$ cat src/rtl/wave_pkg.sv
// Shared widths, FSM encoding and min/max reset constants for the wave capture block.
package wave_pkg;

   localparam int WAVE_DATA_W = 8;
   localparam int WAVE_ADDR_W = 7;

   typedef enum logic [1:0] {
      ST_IDLE    = 2'd0,
      ST_ARMED   = 2'd1,
      ST_CAPTURE = 2'd2,
      ST_DONE    = 2'd3
   } state_t;

   localparam logic [WAVE_DATA_W-1:0] MIN_INIT = '1;
   localparam logic [WAVE_DATA_W-1:0] MAX_INIT = '0;

endpackage

$ cat src/rtl/wave_capture_if.sv
// Sample stream, control and readback signals of wave_capture; i_/o_ are seen from the capture block.
interface wave_capture_if
   import wave_pkg::*;
#(
   parameter int DATA_W = WAVE_DATA_W,
   parameter int ADDR_W = WAVE_ADDR_W
);
   logic              i_sample_valid;
   logic [DATA_W-1:0] i_sample_in;
   logic [ADDR_W-1:0] i_sample_addr;
   logic              i_sample_wrap;
   logic              i_arm;
   logic              i_abort;
   logic [DATA_W-1:0] i_trig_level;
   logic              i_trig_falling;
   logic [ADDR_W-1:0] i_rd_addr;
   logic [DATA_W-1:0] o_rd_data;
   logic              o_busy;
   logic              o_done;
   logic              o_timeout;
   logic [DATA_W-1:0] o_min_val;
   logic [DATA_W-1:0] o_max_val;
   logic [ADDR_W-1:0] o_trig_addr;

   modport master (
      output i_sample_valid, i_sample_in, i_sample_addr, i_sample_wrap,
             i_arm, i_abort, i_trig_level, i_trig_falling, i_rd_addr,
      input  o_rd_data, o_busy, o_done, o_timeout, o_min_val, o_max_val, o_trig_addr
   );

   modport slave (
      input  i_sample_valid, i_sample_in, i_sample_addr, i_sample_wrap,
             i_arm, i_abort, i_trig_level, i_trig_falling, i_rd_addr,
      output o_rd_data, o_busy, o_done, o_timeout, o_min_val, o_max_val, o_trig_addr
   );

endinterface

$ cat src/rtl/wave_buf.sv
// Simple dual-port capture RAM: synchronous write, registered read returning old data on collision.
module wave_buf
   import wave_pkg::*;
#(
   parameter int DATA_W = WAVE_DATA_W,
   parameter int ADDR_W = WAVE_ADDR_W
) (
   input  logic              clk,
   input  logic              rst,
   input  logic              i_we,
   input  logic [ADDR_W-1:0] i_waddr,
   input  logic [DATA_W-1:0] i_wdata,
   input  logic [ADDR_W-1:0] i_raddr,
   output logic [DATA_W-1:0] o_rdata
);
   logic [DATA_W-1:0] r_mem [2**ADDR_W];

   // NOTE: the array has no reset so it can map onto block RAM.
   always_ff @(posedge clk) begin
      if (i_we) r_mem[i_waddr] <= i_wdata;
   end

   always_ff @(posedge clk) begin
      if (rst) o_rdata <= '0;
      else     o_rdata <= r_mem[i_raddr];
   end

endmodule

$ cat src/rtl/wave_capture.sv
// Arms, waits for a level crossing, then captures DEPTH samples with min/max and trigger address.
module wave_capture
   import wave_pkg::*;
#(
   parameter int DATA_W        = WAVE_DATA_W,
   parameter int ADDR_W        = WAVE_ADDR_W,
   parameter int TIMEOUT_WRAPS = 4
) (
   input  logic          clk,
   input  logic          rst,
   wave_capture_if.slave cap_if
);
   localparam int WRAP_W = $clog2(TIMEOUT_WRAPS + 1);

   state_t            r_state, w_state_nxt;
   logic [ADDR_W-1:0] r_wr_ptr;
   logic [DATA_W-1:0] r_prev_sample;
   logic              r_prev_valid;
   logic [WRAP_W-1:0] r_wrap_cnt;
   logic              r_timeout;
   logic [DATA_W-1:0] r_min;
   logic [DATA_W-1:0] r_max;
   logic [ADDR_W-1:0] r_trig_addr;

   logic              w_rise, w_fall, w_trig, w_wrap_evt;
   logic              w_clear, w_we, w_first, w_wrap_inc, w_timeout_set, w_prev_upd;
   logic [ADDR_W-1:0] w_waddr;

   assign w_rise = (r_prev_sample <  cap_if.i_trig_level) && (cap_if.i_sample_in >= cap_if.i_trig_level);
   assign w_fall = (r_prev_sample >= cap_if.i_trig_level) && (cap_if.i_sample_in <  cap_if.i_trig_level);
   assign w_trig = cap_if.i_sample_valid && r_prev_valid && (cap_if.i_trig_falling ? w_fall : w_rise);
   assign w_wrap_evt = cap_if.i_sample_valid && cap_if.i_sample_wrap;
   // The trigger sample always lands at index 0.
   assign w_waddr = w_first ? '0 : r_wr_ptr;

   always_ff @(posedge clk) begin
      if (rst) r_state <= ST_IDLE;
      else     r_state <= w_state_nxt;
   end

   always_comb begin
      // NOTE: every signal gets a default first so no path can infer a latch.
      w_state_nxt   = r_state;
      w_clear       = 1'b0;
      w_we          = 1'b0;
      w_first       = 1'b0;
      w_wrap_inc    = 1'b0;
      w_timeout_set = 1'b0;
      w_prev_upd    = 1'b0;
      if (cap_if.i_abort) begin
         w_state_nxt = ST_IDLE;
      end else begin
         case (r_state)
            ST_IDLE, ST_DONE: begin
               if (cap_if.i_arm) begin
                  w_state_nxt = ST_ARMED;
                  w_clear     = 1'b1;
               end
            end
            ST_ARMED: begin
               w_prev_upd = cap_if.i_sample_valid;
               if (w_trig) begin
                  w_we        = 1'b1;
                  w_first     = 1'b1;
                  w_state_nxt = ST_CAPTURE;
               end else if (w_wrap_evt) begin
                  w_wrap_inc = 1'b1;
                  if (r_wrap_cnt == WRAP_W'(TIMEOUT_WRAPS - 1)) begin
                     w_state_nxt   = ST_IDLE;
                     w_timeout_set = 1'b1;
                  end
               end
            end
            ST_CAPTURE: begin
               if (cap_if.i_sample_valid) begin
                  w_we = 1'b1;
                  if (r_wr_ptr == '1) w_state_nxt = ST_DONE;
               end
            end
            default: w_state_nxt = ST_IDLE;
         endcase
      end
   end

   // NOTE: sequential state uses non-blocking assignments so all registers update together.
   always_ff @(posedge clk) begin
      if (rst) begin
         r_wr_ptr      <= '0;
         r_prev_sample <= '0;
         r_prev_valid  <= 1'b0;
         r_wrap_cnt    <= '0;
         r_timeout     <= 1'b0;
         r_min         <= DATA_W'(MIN_INIT);
         r_max         <= DATA_W'(MAX_INIT);
         r_trig_addr   <= '0;
      end else begin
         if (w_clear) begin
            r_wr_ptr     <= '0;
            r_prev_valid <= 1'b0;
            r_wrap_cnt   <= '0;
            r_timeout    <= 1'b0;
            r_min        <= DATA_W'(MIN_INIT);
            r_max        <= DATA_W'(MAX_INIT);
         end
         if (w_prev_upd) begin
            r_prev_sample <= cap_if.i_sample_in;
            r_prev_valid  <= 1'b1;
         end
         if (w_wrap_inc)    r_wrap_cnt  <= r_wrap_cnt + WRAP_W'(1);
         if (w_timeout_set) r_timeout   <= 1'b1;
         if (w_first)       r_trig_addr <= cap_if.i_sample_addr;
         if (w_we) begin
            r_wr_ptr <= w_waddr + ADDR_W'(1);
            r_min    <= (cap_if.i_sample_in < r_min) ? cap_if.i_sample_in : r_min;
            r_max    <= (cap_if.i_sample_in > r_max) ? cap_if.i_sample_in : r_max;
         end
      end
   end

   wave_buf #(
      .DATA_W (DATA_W),
      .ADDR_W (ADDR_W)
   ) u_buf (
      .clk     (clk),
      .rst     (rst),
      .i_we    (w_we),
      .i_waddr (w_waddr),
      .i_wdata (cap_if.i_sample_in),
      .i_raddr (cap_if.i_rd_addr),
      .o_rdata (cap_if.o_rd_data)
   );

   assign cap_if.o_busy      = (r_state == ST_ARMED) || (r_state == ST_CAPTURE);
   assign cap_if.o_done      = (r_state == ST_DONE);
   assign cap_if.o_timeout   = r_timeout;
   assign cap_if.o_min_val   = r_min;
   assign cap_if.o_max_val   = r_max;
   assign cap_if.o_trig_addr = r_trig_addr;

endmodule

$ cat src/flat_wrapper.sv
// flat-port wrapper written by rule: the top's interface ports become plain ports
module wave_capture_flat import wave_pkg::*;
#(
   parameter int DATA_W        = WAVE_DATA_W,
   parameter int ADDR_W        = WAVE_ADDR_W,
   parameter int TIMEOUT_WRAPS = 4
)
  (clk, rst, cap_if_i_sample_valid, cap_if_i_sample_in, cap_if_i_sample_addr, cap_if_i_sample_wrap, cap_if_i_arm, cap_if_i_abort, cap_if_i_trig_level, cap_if_i_trig_falling, cap_if_i_rd_addr, cap_if_o_rd_data, cap_if_o_busy, cap_if_o_done, cap_if_o_timeout, cap_if_o_min_val, cap_if_o_max_val, cap_if_o_trig_addr);
  wave_capture_if #(.DATA_W(DATA_W), .ADDR_W(ADDR_W)) cap_if_i ();
  input  logic clk;
  input  logic rst;
  input wire logic [$bits(cap_if_i.i_sample_valid)-1:0] cap_if_i_sample_valid;
  input wire logic [$bits(cap_if_i.i_sample_in)-1:0] cap_if_i_sample_in;
  input wire logic [$bits(cap_if_i.i_sample_addr)-1:0] cap_if_i_sample_addr;
  input wire logic [$bits(cap_if_i.i_sample_wrap)-1:0] cap_if_i_sample_wrap;
  input wire logic [$bits(cap_if_i.i_arm)-1:0] cap_if_i_arm;
  input wire logic [$bits(cap_if_i.i_abort)-1:0] cap_if_i_abort;
  input wire logic [$bits(cap_if_i.i_trig_level)-1:0] cap_if_i_trig_level;
  input wire logic [$bits(cap_if_i.i_trig_falling)-1:0] cap_if_i_trig_falling;
  input wire logic [$bits(cap_if_i.i_rd_addr)-1:0] cap_if_i_rd_addr;
  output wire logic [$bits(cap_if_i.o_rd_data)-1:0] cap_if_o_rd_data;
  output wire logic [$bits(cap_if_i.o_busy)-1:0] cap_if_o_busy;
  output wire logic [$bits(cap_if_i.o_done)-1:0] cap_if_o_done;
  output wire logic [$bits(cap_if_i.o_timeout)-1:0] cap_if_o_timeout;
  output wire logic [$bits(cap_if_i.o_min_val)-1:0] cap_if_o_min_val;
  output wire logic [$bits(cap_if_i.o_max_val)-1:0] cap_if_o_max_val;
  output wire logic [$bits(cap_if_i.o_trig_addr)-1:0] cap_if_o_trig_addr;
  assign cap_if_i.i_sample_valid = cap_if_i_sample_valid;
  assign cap_if_i.i_sample_in = cap_if_i_sample_in;
  assign cap_if_i.i_sample_addr = cap_if_i_sample_addr;
  assign cap_if_i.i_sample_wrap = cap_if_i_sample_wrap;
  assign cap_if_i.i_arm = cap_if_i_arm;
  assign cap_if_i.i_abort = cap_if_i_abort;
  assign cap_if_i.i_trig_level = cap_if_i_trig_level;
  assign cap_if_i.i_trig_falling = cap_if_i_trig_falling;
  assign cap_if_i.i_rd_addr = cap_if_i_rd_addr;
  assign cap_if_o_rd_data = cap_if_i.o_rd_data;
  assign cap_if_o_busy = cap_if_i.o_busy;
  assign cap_if_o_done = cap_if_i.o_done;
  assign cap_if_o_timeout = cap_if_i.o_timeout;
  assign cap_if_o_min_val = cap_if_i.o_min_val;
  assign cap_if_o_max_val = cap_if_i.o_max_val;
  assign cap_if_o_trig_addr = cap_if_i.o_trig_addr;
  wave_capture #(.DATA_W(DATA_W), .ADDR_W(ADDR_W), .TIMEOUT_WRAPS(TIMEOUT_WRAPS)) u_core (.clk(clk), .rst(rst), .cap_if(cap_if_i));
endmodule
$ cat config.mk
export PLATFORM = sky130hd
export DESIGN_NAME = wave_capture_flat
export DESIGN_NICKNAME = d
export VERILOG_FILES = /design/src/rtl/wave_pkg.sv /design/src/rtl/wave_capture_if.sv /design/src/rtl/wave_buf.sv /design/src/rtl/wave_capture.sv /design/src/flat_wrapper.sv
export SDC_FILE = /design/constraint.sdc
export NUM_CORES = 1
export LEC_CHECK = 0
export CORE_ASPECT_RATIO = 0.75
export CORE_UTILIZATION = 55
export DETAILED_ROUTE_END_ITERATION = 8
export DONT_BUFFER_PORTS = 1
export PLACE_DENSITY = 0.81
export SKIP_CTS_REPAIR_TIMING = 1
export SLEW_MARGIN = 10
export SYNTH_ARGS = -nofsm -noshare
export SYNTH_HDL_FRONTEND = slang
export SYNTH_HIERARCHICAL = 1
export SYNTH_SLANG_ARGS = --single-unit
$ cat constraint.sdc
create_clock -name clk -period 4.6 [get_ports clk]
set_input_delay 0.23 -clock clk [delete_from_list [all_inputs] [get_ports clk]]
set_output_delay 0.23 -clock clk [all_outputs]
set_load 0.02 [all_outputs]
# Yosys cells after proc, flatten, opt, wreduce, memory -nomap -nowiden
# Memories as Yosys holds them, arrays and structs flattened. A register that Yosys moved wholly into a read port is not among the register bits.
# Index checks and enable logic that the tools add are counted.
[word_totals]
output_inout_bits = 34
mem_bits_rw = 1024
input_bits = 37
ff_bits = 45
mem_count = 1
word_cells = 90
latch_bits = 0
rom_bits = 0
[memory_table]
columns = ["name", "depth", "width", "rd", "rd_clocked_by_memory_dff", "wr", "line", "text"]
rows = [
  ["u_core.u_buf.r_mem", 128, 8, 1, 1, 1, "wave_buf.sv:16", "logic [DATA_W-1:0] r_mem [2**ADDR_W];"],
]
[classes]
n_shift = 0
mux = 44
n_eq_ne = 12
magnitude_cmp = 6
n_bitwise = 0
mul = 0
addsub = 2
div_mod_pow = 0
reduce_logical = 16
[ops]
columns = ["op", "n"]
rows = [
  ["$mux W8", 6],
  ["$mux W1", 25],
  ["$lt A8 B8 Y1", 3],
  ["$mux W7", 3],
  ["$ge A8 B8 Y1", 2],
  ["$mux W2", 6],
  ["$gt A8 B8 Y1", 1],
  ["$reduce_bool A2 Y1", 4],
  ["$add A7 B1 Y7 const B", 1],
  ["$eq A7 B7 Y1 const B", 1],
  ["$mux W3", 2],
  ["$ne A2 B1 Y1 const B", 3],
  ["$ne A3 B1 Y1 const B", 2],
  ["$pmux W2 S3", 1],
  ["$logic_and A1 B1 Y1", 5],
  ["$reduce_and A5 Y1", 1],
  ["$eq A2 B2 Y1 const B", 2],
  ["$ne A2 B2 Y1 const B", 2],
  ["$reduce_and A2 Y1", 2],
  ["$reduce_or A2 Y1", 2],
  ["$add A3 B1 Y3 const B", 1],
  ["$eq A3 B2 Y1 const B", 1],
  ["$eq A2 B1 Y1 const B", 1],
  ["$logic_not A2 Y1", 1],
  ["other kinds (2)", 2],
]

# Depth between registers and ports, before layout
[logic_depth]
depth_word = 10
depth_mapped = 15
depth_no_buf = 14

# By module
# Netlist, hierarchy kept.
[modules_own_cells]
columns = ["mod", "seq_area_each_um2", "n_inst", "cells_per_inst", "area_each_um2"]
rows = [
  ["wave_buf", 30909.6, 1, 2037, 40545.1],
  ["wave_capture", 900.9, 1, 352, 2907.8],
]

# Worst setup path before layout
# Ideal clock, no wire load.
[synth_path]
kind = "register -> register"
start = "register u_core.r_prev_sample[3]"
end = "memory u_core/u_buf/r_mem[82][0] (netlist name), enable pin"
arrival_ps = 3347
path_stages_with_launch = 12
path_buffers = 1
setup_time_ps = 383
period_less_slack_ps = 3730
slack_ps = 870
required_time_ps = 4217
path_cell_list = "dfxtp_1 -> ha_1 -> a21oi_2 -> a31oi_2 -> a2111oi_4 -> a221oi_1 -> o211ai_2 -> buf_4 -> and2_1 -> nor2b_1 -> nand3_1 -> nor3_1"
[synth_between]
elab_cells_between_ends = 14
classes_between = "order compare (2); mux (9); reduce/logical (3)"
[synth_lines]
columns = ["item", "line", "text"]
rows = [
  ["start, declared", "wave_capture.sv:17", "logic [DATA_W-1:0] r_prev_sample;"],
  ["start signal, assigned", "wave_capture.sv:106", "r_prev_sample <= cap_if.i_sample_in;"],
  ["$lt A8 B8 Y1 or $ge A8 B8 Y1 (tied branches)", "wave_capture.sv:29, wave_capture.sv:30", ""],
  ["$logic_and A1 B1 Y1, on equally long branches", "wave_capture.sv:29, wave_capture.sv:30", ""],
  ["$mux W1 (*)", "wave_capture.sv:31", "assign w_trig = cap_if.i_sample_valid && r_prev_valid && (cap_if.i_trig_falling ? w_fall : w_rise);"],
  ["$logic_and A1 B1 Y1 (*)", "wave_capture.sv:31", ""],
  ["$mux W1 (*)", "wave_capture.sv:62", "if (w_trig) begin"],
  ["$mux W1 (*)", "wave_capture.sv:53", "case (r_state)"],
  ["$mux W1 (*)", "wave_capture.sv:50", "if (cap_if.i_abort) begin"],
  ["$mux W7 (*)", "wave_capture.sv:34", "assign w_waddr = w_first ? '0 : r_wr_ptr;"],
  ["named net u_core.w_waddr[4]", "wave_capture.sv:27", "logic [ADDR_W-1:0] w_waddr;"],
  ["end, declared", "wave_buf.sv:16", ""],
]
# Mark *: on every way through the listed nets, which the timed path passes. The rest lies on a longest branch.

# Worst setup path after layout
[layout_path]
start = "register u_core.r_prev_sample[3]"
end = "memory u_core/u_buf/r_mem[118][6] (netlist name), enable pin"
# Same word-level chain as after synthesis.

==> key figures <==
Floorplanning
  – Placeable Area: approximately 0.078 sq mm
  – Number of ports placed on the die boundary: between 70 and 80
  – Die Ht: ~250 um
  – Placement row count: about 90
  – Die Area: between 0.08 and 0.09 sq mm
  – Starting density of the core: between 50% and 60%
  – Die extent in x: 327 um

STA
  – Worst slew pin tran: approximately 1.2 ns
  – Final Skew: 0.0274 ns
  – Final max-slew violation count: 0
  – Portion of the clock cycle consumed by the worst path in the final layout: between 90 and 100%
  – Least setup slack across all paths after layout: roughly 0.16 ns
  – Setup Total Neg Slack: 0 ns
  – Setup repair after global routing missed its margin: yes
  – Min Clock Period, post-route: between 4 and 5 ns
  – Number of failing setup endpoints in the final timing report: 0
  – Hold WS: -0.00856 ns
  – Max transition margin: between 20% and 30%
  – Maximum frequency from static timing analysis: approximately 230 MHz
  – Final count of hold timing violations: 2

Setup path
  – FF-to-FF path depth: 10
  – Startpoint of the worst setup timing path: u_core/r_prev_sample[3]
  – Reg2Reg Capture Point: u_core/u_buf/r_mem[118][6]
  – Critical path cell sequence: ha_1, a21oi_2, a31oi_2, a2111oi_4, a221oi_1, o211ai_2, and2_1, nor2b_1, nand3_1, nor2_1
  – Minimum setup slack among reg-to-reg paths: 0.16 ns
  – Data arrival time of the worst path: about 4.7 ns
  – Worst r2r src: u_core/r_prev_sample[3]
  – Startpoint kind of the worst setup timing path: flop
  – Kind of end point of the critical path: flop
  – Largest stage delay on the critical path: 0.84 ns
  – Crit Path Max Fanout: 8
  – Data required time at the worst endpoint: 4.90 ns
  – Library cell contributing the largest single delay on the critical path: sky130_fd_sc_hd__nor2_1
  – CP Class: reg -> reg

Power
  – Areal power density over the cells: slightly above 400 mW/mm^2
  – Leakage Power: roughly 0.016 uW
  – Highest ir drop seen on vdd: around 0.33 mV

Clock tree
  – CTS tree: built
  – Sink Count: roughly 1.1k
  – Buffers from clock root to sink, at most: 3
  – Library cell used as clock root buffer: sky130_fd_sc_hd__clkbuf_16
  – TritonCTS Buffers: between 90 and 100
  – Clock slew at the register clock pins of the worst setup and hold paths: about 0.06 ns
  – H-tree lvl count: 3
  – Worst-Skew Late Latency: between 0.6 and 0.7 ns

Synthesis
  – Gate Count Post-Synth: about 2.4k
  – Proportion of register bits with asynchronous set or reset after synthesis: 0%
  – Main synth FF type: sky130_fd_sc_hd__edfxtp_1
  – Post-synthesis share of cell area spent on full adders, half adders and majority gates: between 1 and 1.5%
  – Number of nets produced by synthesis: 2463
  – Fraction of synthesized cell area in xor and xnor cells: less than 1%
  – Synth Warn #: 6
  – Post-synthesis cell type count: between 70 and 80
  – Number of register bits inferred by synthesis: ~1.1k
  – Simple-gate share of the synthesized area: under 10%
  – Post-synth design cell area: 0.0435 sq mm
  – Compound-Gate Fraction of Synth Area: ~4.8%
  – Post-Syn Area per Cell: 18.2 sq um
  – Sequential-to-total area share from yosys stat: between 70% and 80%
  – Largest family of logic cells by synthesized area: multiplexers
  – Mux cell area share after synthesis: roughly 14%
  – Number of enable-type register cells in the synthesized netlist: ~1.0k

Global routing
  – Overall overflow remaining after global route: 0
  – Initial antenna violation count: 3
  – Gr usage total: 26.9%
  – First-pass GRT wire length: 157000 um
  – Number of global-route vias before repair: 23.7k
  – Largest net degree at the start of global routing: ~340

Cells and area
  – Most common cell after layout, fill and taps aside: sky130_fd_sc_hd__edfxtp_1
  – Relative area change from synthesis to final layout: 10.5%
  – Total number of nets in the final design: between 2k and 3k
  – Fillers: between 5k and 6k
  – Layout cell share with drive strength beyond 1: between 10% and 20%
  – Most frequent cells in the layout: sky130_fd_sc_hd__edfxtp_1, sky130_fd_sc_hd__mux2i_1, sky130_fd_sc_hd__nor2_1, sky130_fd_sc_hd__mux4_2, sky130_fd_sc_hd__nand2_1

Drt
  – Vias: 24.4k
  – Via density per instance: 6.82
  – Total routed wirelength: ~110000 um
  – Wire length on met3: around 15000 um
  – 1st-iter DRT viols: 3362
  – Detail-routed net length per standard cell: 31.1 um
  – Antenna-violating nets left: 0
  – Detailed-routing wirelength on met1: slightly above 40000 um
  – Highest routed layer: met5
  – WL met2: between 40000 and 50000 um
  – Number of DRC violations after detailed routing: 0
  – Number of optimization iterations in the first detailed-route pass: 6

Place
  – Placement-stage worst setup slack: about 0.41 ns
  – Routability congestion estimate from global placement: between 0.9 and 1
  – Detailed placer's ending HPWL: 62000 um
  – Buffers on Ports: 0

Run status
  – Failing checks: hold timing
  – Result of the run: complete, but fails checks

Hold path
  – Startpoint of the worst hold path: cap_if_i_sample_valid
  – Cell count of the worst hold path: 3
  – HP Class: in -> reg
  – End of the worst hold path: u_core/r_state[0]

Flow run
  – Max-cap violation count: 0
[final cells by class]
| type | instances | area (sq um) | share of cell area, % |
|---|---|---|---|
| multi-input combinational | 1145 | 10600 | 22.0 |
| inverter | 38 | 143 | 0.297 |
| clock buffer | 119 | 2580 | 5.37 |
| sequential | 1077 | 31800 | 66.3 |
| clock inverter | 52 | 594 | 1.24 |
| tap | 1035 | 1290 | 2.70 |
| antenna | 1 | 2.50 | 0.00521 |
| timing repair buffer | 103 | 1020 | 2.12 |
[worst max-delay path: cells and delay by family (launching register included)]
| kind | cells | cell delay [ns] |
|---|---|---|
| AOI/OAI and AO/OA | 5 | 1.37 |
| adders and majority gates | 1 | 0.33 |
| DFF | 1 | 0.31 |
| and+or+nand+nor | 4 | 2.06 |
[Yosys cell counts, types with 11 or more instances]
| library cell | count | area, sq um |
|---|---|---|
| sky130_fd_sc_hd__nor3_1 | 31 | 155 |
| sky130_fd_sc_hd__mux4_2 | 155 | 3490 |
| sky130_fd_sc_hd__buf_2 | 27 | 135 |
| sky130_fd_sc_hd__mux2i_1 | 205 | 2050 |
| sky130_fd_sc_hd__inv_1 | 38 | 143 |
| sky130_fd_sc_hd__ha_1 | 37 | 463 |
| sky130_fd_sc_hd__o21ai_0 | 21 | 105 |
| sky130_fd_sc_hd__nor2b_1 | 20 | 125 |
| sky130_fd_sc_hd__buf_6 | 15 | 169 |
| sky130_fd_sc_hd__buf_8 | 14 | 210 |
| sky130_fd_sc_hd__nand2_1 | 112 | 420 |
| sky130_fd_sc_hd__a21oi_1 | 48 | 240 |
| sky130_fd_sc_hd__dfxtp_1 | 53 | 1060 |
| sky130_fd_sc_hd__nand3_1 | 58 | 290 |
| sky130_fd_sc_hd__clkbuf_1 | 56 | 210 |
| sky130_fd_sc_hd__nor2_1 | 171 | 642 |
| sky130_fd_sc_hd__a211oi_1 | 16 | 120 |
| sky130_fd_sc_hd__a221oi_1 | 11 | 96.3 |
| sky130_fd_sc_hd__a22o_1 | 15 | 131 |
| sky130_fd_sc_hd__edfxtp_1 | 1024 | 30700 |
| sky130_fd_sc_hd__a22oi_1 | 68 | 510 |
| sky130_fd_sc_hd__o22ai_1 | 19 | 119 |
| sky130_fd_sc_hd__a31oi_1 | 14 | 87.6 |
| sky130_fd_sc_hd__mux4_1 | 17 | 447 |
[where the power goes]
part / switching [uW] / internal (uW)
Clock: 3560 / 4650
Sequential: 15.8 / 10700
Combinational: 493 / 308
[flip-flops by register name, summed over array words and instances, names as in the netlist, 2 cells and up]
name / flops
u_core/cap_if.o_max_val: 8
u_core/cap_if.o_min_val: 8
u_core/cap_if.o_trig_addr: 7
u_core/r_prev_sample: 8
u_core/r_state: 2
u_core/r_wr_ptr: 7
u_core/r_wrap_cnt: 3
u_core/u_buf/o_rdata: 8
u_core/u_buf/r_mem: 1024
[routing by layer]
layer | GRT usage, % | vias up
met1 | 36.8 | 12400
met5 | 0 | -
met4 | 9.63 | 6
li1 | - | 9765
met3 | 9.24 | 359
met2 | 40.2 | 1814
[worst max path at each step]
stage	end	cells after the start
6_report	u_core/u_buf/r_mem[118][6]	10
3_5_place_dp	u_core/u_buf/r_mem[107][0]	11
4_1_cts	u_core/u_buf/r_mem[118][0]	10
5_1_grt	u_core/u_buf/r_mem[115][0]	10
3_3_place_gp	u_core/u_buf/r_mem[115][0]	11
2_1_floorplan	u_core/u_buf/r_mem[82][0]	11
[metrics by stage]
| step | util [%] | cells | hold WS, ns | total power (uW) | cell area, sq um |
|---|---|---|---|---|---|
| finish | 61.9 | 3570 | -0.00856 | 19800 | 48000 |
| floorplan | - | 2389 | 0.329 | 11500 | 43500 |
| global route | 61.9 | 3569 | 0.00340 | 20200 | 48000 |
| CTS | 61.3 | 3532 | -0.382 | 19600 | 47500 |
| detailed placement | 57.2 | 3361 | 0.316 | 11500 | 44300 |
| global placement | 57.2 | 3361 | 0.313 | 11500 | 44300 |
[cells by family (layout without fill, tap and decap cells)]
group,count (synthesis),count (layout)
flip-flops,1077,1077
AND/OR/NAND/NOR,443,443
multiplexers,380,380
AO/OA/AOI/OAI,283,283
buffers and inverters,167,312
adder cells (fa/ha/maj),37,37
XOR/XNOR,2,2
other,0,1
Note: power is estimated with default switching activity, not from simulation.
